==> config.mk <==
export PLATFORM = sky130hd
export DESIGN_NAME = mem_port_arbiter
export DESIGN_NICKNAME = d
export VERILOG_FILES = /design/src/rtl/mem_arb_pkg.sv /design/src/rtl/mem_wait_ctr.sv /design/src/rtl/mem_port_arbiter.sv
export SDC_FILE = /design/constraint.sdc
export NUM_CORES = 1
export LEC_CHECK = 0
export BUFFER_PORTS_ARGS = -buffer_cell sky130_fd_sc_hd__buf_2
export CORE_MARGIN = 2
export CORE_UTILIZATION = 30
export CTS_CLUSTER_DIAMETER = 60
export CTS_CLUSTER_SIZE = 10
export DETAILED_ROUTE_END_ITERATION = 7
export GPL_TIMING_DRIVEN = 0
export PLACE_DENSITY_LB_ADDON = 0.15
export SLEW_MARGIN = 20
export SYNTH_ARGS = -nofsm -noshare
export SYNTH_HDL_FRONTEND = slang
export SYNTH_SLANG_ARGS = --single-unit
==> constraint.sdc <==
create_clock -name clk -period 1.9 [get_ports clk]
set_clock_uncertainty 0.15 [all_clocks]
set_input_delay 0.19 -clock clk [delete_from_list [all_inputs] [get_ports clk]]
set_output_delay 0.19 -clock clk [all_outputs]
set_load 0.01 [all_outputs]
==> src/rtl/mem_arb_pkg.sv <==
// mem_arb_pkg: shared state encoding and access-direction constants for the memory port arbiter
package mem_arb_pkg;
   typedef enum logic [1:0] {IDLE, ACCESS, DONE} arb_state_t;
   localparam logic RW_READ  = 1'b0;
   localparam logic RW_WRITE = 1'b1;
endpackage

==> src/rtl/mem_wait_ctr.sv <==
// mem_wait_ctr: down-counter timing the fixed memory latency, flags zero on the last access cycle
module mem_wait_ctr #(
   parameter int MEM_LAT = 4
) (
   input  logic clk,
   input  logic rst_n,
   input  logic ld,
   input  logic dec,
   output logic zero
);
   localparam int CW = $clog2(MEM_LAT + 1);
   logic [CW-1:0] cnt;
   always_ff @(posedge clk) begin
      if (!rst_n) cnt <= '0;
      else if (ld) cnt <= CW'(MEM_LAT - 1);
      else if (dec && cnt != '0) cnt <= cnt - 1'b1;
   end
   assign zero = (cnt == '0);
endmodule

==> src/rtl/mem_port_arbiter.sv <==
// mem_port_arbiter: round-robin arbiter sharing one fixed-latency memory port between two requesters
module mem_port_arbiter
   import mem_arb_pkg::*;
#(
   parameter int AW      = 16,
   parameter int DW      = 16,
   parameter int MEM_LAT = 4
) (
   input  logic          clk,
   input  logic          rst_n,
   input  logic          req0_strobe,
   input  logic          req0_rw,
   input  logic [AW-1:0] req0_addr,
   input  logic [DW-1:0] req0_wdata,
   output logic          req0_rdy,
   output logic [DW-1:0] req0_rdata,
   input  logic          req1_strobe,
   input  logic          req1_rw,
   input  logic [AW-1:0] req1_addr,
   input  logic [DW-1:0] req1_wdata,
   output logic          req1_rdy,
   output logic [DW-1:0] req1_rdata,
   output logic          mem_strobe,
   output logic          mem_rw,
   output logic [AW-1:0] mem_addr,
   output logic [DW-1:0] mem_wdata,
   input  logic [DW-1:0] mem_rdata
);
   arb_state_t state;
   logic gnt, last_grant, zero, any, pick;
   assign any  = req0_strobe | req1_strobe;
   // on a tie the requester that was not served last wins
   assign pick = (req0_strobe & req1_strobe) ? ~last_grant : req1_strobe;
   mem_wait_ctr #(.MEM_LAT(MEM_LAT)) u_ctr (
      .clk  (clk),
      .rst_n(rst_n),
      .ld   (state == IDLE && any),
      .dec  (state == ACCESS),
      .zero (zero)
   );
   always_ff @(posedge clk) begin
      if (!rst_n) begin
         state      <= IDLE;
         mem_strobe <= 1'b0;
         mem_rw     <= RW_READ;
         mem_addr   <= '0;
         mem_wdata  <= '0;
         req0_rdy   <= 1'b0;
         req1_rdy   <= 1'b0;
         req0_rdata <= '0;
         req1_rdata <= '0;
         gnt        <= 1'b0;
         last_grant <= 1'b1;
      end else begin
         req0_rdy <= 1'b0;
         req1_rdy <= 1'b0;
         case (state)
            IDLE: if (any) begin
               gnt        <= pick;
               mem_rw     <= pick ? req1_rw : req0_rw;
               mem_addr   <= pick ? req1_addr : req0_addr;
               mem_wdata  <= pick ? req1_wdata : req0_wdata;
               mem_strobe <= 1'b1;
               state      <= ACCESS;
            end
            ACCESS: if (zero) begin
               mem_strobe <= 1'b0;
               req0_rdy   <= ~gnt;
               req1_rdy   <= gnt;
               if (mem_rw == RW_READ && !gnt) req0_rdata <= mem_rdata;
               if (mem_rw == RW_READ && gnt) req1_rdata <= mem_rdata;
               state      <= DONE;
            end
            DONE: begin
               last_grant <= gnt;
               state      <= IDLE;
            end
            default: state <= IDLE;
         endcase
      end
   end
endmodule

==> out/qor.yml <==
synthCells: 360
post-cts-setup-buffers: 0
worst_slew_pin_slew_ns: 0.5230
path_class: "reg2reg"
grt_first_pass_wirelength_um: 16530
layout.nets: 692
drtPass1Iterations: 4
fmax_mhz: 555.1
async_flop_share: 0
hold_violations: 0
period_share: 0.9481
io-pin-count: 154
antenna_found_initial: 0
setup_viol: 0
hold_depth: 4
wl_um: 10400
yosys.area.top_type_share: 0.4769
worstPathCellList: "inv_1 -> ha_1 -> nand2b_1 -> or4_4 -> buf_6 -> buf_12 -> mux2i_1"
startpoint_type: "register"
final_common_cell: "buf_2"
powerDensity_mw_per_mm2: 764.4
clk_path_buf_depth: 2
slowest_stage: "or4_4"
swShare: 0.2888
p_sw_uw: 1122
antenna_cells: 0
syn-num-nets: 448
p_comb_frac: 0.241
grt_usage: 0.1815
antenna_left: 0
internal_power_uw: 2764
fin_area_mm2: 0.005084
port_buffers: 152
worstSetupEndpointType: "register"
cp.depth: 7
die_w_um: 106.4
die_area_mm2: 0.01133
r2r_cells: 7
relSlewSlack: 0.6513
root_buffer: "clkbuf_8"
via_count: 3512
cp_top_family: "simple AND/OR/NAND/NOR gates"
yosys_warnings: 0
grt_start_max_net_pins: 12
clock-sinks: 75
crit_buf_inv: 3
vdd_drop_max_v: 0.0003368
cp_data_arrival_time_ns: 1.87
drtIter0Drc: 111
syn_area_mm2: 0.003148
grt-ovfl-total: 0
viasPerCell: 4.720
fin_crit_ns: 1.801
cp_max_fo: 10
holdCritPathClass: "in2reg"
start_util: 0.3063
clk_pin_slew_worst_paths_ns: 0.07
cp.required_ns: 1.97
die_h_um: 106.4
drc: 0
ys_seq_area_frac: 0.4769
rsz0062_at_grt: "no"
drv_cap: 0
power_uw: 3886
post-synth-top-area-cell: "dfxtp_1"
hold_slack_ns: 0.1131
p_leak_uw: 0.002532
seqPwrFrac: 0.461
fin_util: 0.4946
synthTopCellsByArea: "dfxtp_1 48%, nand2_1 14%, mux2i_1 10%, a311oi_1 9.2%, a21oi_1 5.6%"
syn_to_final_growth_pct: 61.49
wl_per_cell_um: 13.97
coreArea_mm2: 0.01028
final_cell_mix: "156 x buf_2, 116 x nand2_1, 82 x dlygate4sd3_1"
clock_latency_ns: 0.33
p_clk_frac: 0.297
status: "completed"
max_stage_delay_ns: 0.42
yosysUniqueCellTypes: 33
place_area_mm2: 0.004079
drive_gt1_frac: 0.2993
slew_violations: 0
synth_seq_cells: 75
tns_ns: 0
dp_hpwl_um: 7016
rows: 37
grt_pass1_vias: 3521
synth_flop_cell: "dfxtp_1"
globalplace.congestion: 0.7368
synth-edff-count: 0
cts_tree: "done"
numCtsBuffers: 9
cts_max_level: 3
synth.avg_cell_area_um2: 8.744
sequential cells by signal, indices dropped and copies added, names as in the netlist:
| signal | cells |
|---|---|
| req0_rdy | 1 |
| last_grant | 1 |
| req1_rdata | 16 |
| gnt | 1 |
| mem_addr | 16 |
| mem_wdata | 16 |
| req1_rdy | 1 |
| state | 2 |
| req0_rdata | 16 |
| mem_strobe | 1 |
| mem_rw | 1 |
| u_ctr.cnt | 3 |
worst register-to-register path, delay by kind of cell (launching register included):
| kind | cells | cell delay [ns] |
|---|---|---|
| muxes | 1 | 0.12 |
| DFF | 1 | 0.32 |
| buffers and inverters | 3 | 0.40 |
| adders and majority gates | 1 | 0.19 |
| and+or+nand+nor | 2 | 0.50 |
area by class of cell:
cell class / instances / area (µm²)
Tap cell: 136 / 170.2
Sequential cell: 75 / 1501
Timing Repair Buffer: 234 / 1582
Fill cell: 1008 / 5194
Buffer: 30 / 168.9
Multi-Input combinational cell: 249 / 1468
Clock buffer: 12 / 135.1
Inverter: 5 / 18.77
Clock inverter: 3 / 40.04
Yosys cell counts, types with 3 or more instances:
| cell | instances |
|---|---|
| a21oi_1 | 35 |
| a311oi_1 | 33 |
| buf_2 | 4 |
| clkbuf_1 | 22 |
| dfxtp_1 | 75 |
| inv_1 | 4 |
| mux2i_1 | 33 |
| nand2_1 | 116 |
| nand2b_1 | 3 |
| nor2_1 | 3 |
routing by layer:
metal | global-route usage | vias to the layer above | part of all wire
met1 | 0.2146 | 1607 | 0.44
met5 | 0 | - | 0
met2 | 0.3031 | 144 | 0.45
li1 | - | 1734 | -
met4 | 0.08534 | 0 | 0.032
met3 | 0.05150 | 27 | 0.071
power by group through the flow:
stage | Clock [µW] | Combinational, µW | Sequential (µW)
3_3_place_gp | 0 | 797 | 1820
6_report | 1160 | 937 | 1790
5_1_grt | 1250 | 1030 | 1810
4_1_cts | 1200 | 935 | 1790
3_5_place_dp | 0 | 804 | 1820
2_1_floorplan | 0 | 414 | 1870
repair_timing:
action	in CTS	in global routing
endpoints found under the hold margin	64	0
resized for setup	1	7
hold buffers	82	0
setup endpoints to repair	30	31
stage by stage:
step / setup slack, ns / instances
after CTS: 0.07189 / 745
final: 0.09858 / 744
after floorplan: 0.2372 / 360
after global routing: 0.01956 / 744
after detailed placement: -0.03934 / 648
after global placement: -0.03516 / 648
worst paths after layout:
path / endpoint / slack, ns / from
worst min-delay path: mem_addr[0]$_SDFFE_PN0P_ / 0.11 / req0_strobe
worst max register to register: req1_rdata[9]$_SDFFE_PN0P_ / 0.1 / u_ctr.cnt[0]$_SDFFE_PN0P_
worst max-delay path: req1_rdata[9]$_SDFFE_PN0P_ / 0.1 / u_ctr.cnt[0]$_SDFFE_PN0P_
worst min register to register: req0_rdata[13]$_SDFFE_PN0P_ / 0.31 / req0_rdata[13]$_SDFFE_PN0P_
cell families (layout without fill, tap and decap cells):
kind of cell | Yosys count | after routing | synth area share
mux | 33 | 33 | 0.1049
buf+inv | 36 | 284 | 0.05962
fa+ha+maj | 2 | 2 | 0.007948
compound gates | 78 | 78 | 0.1697
simple gates | 136 | 136 | 0.1808
flops | 75 | 75 | 0.4769
No activity file was read; power rests on OpenSTA's default activity.
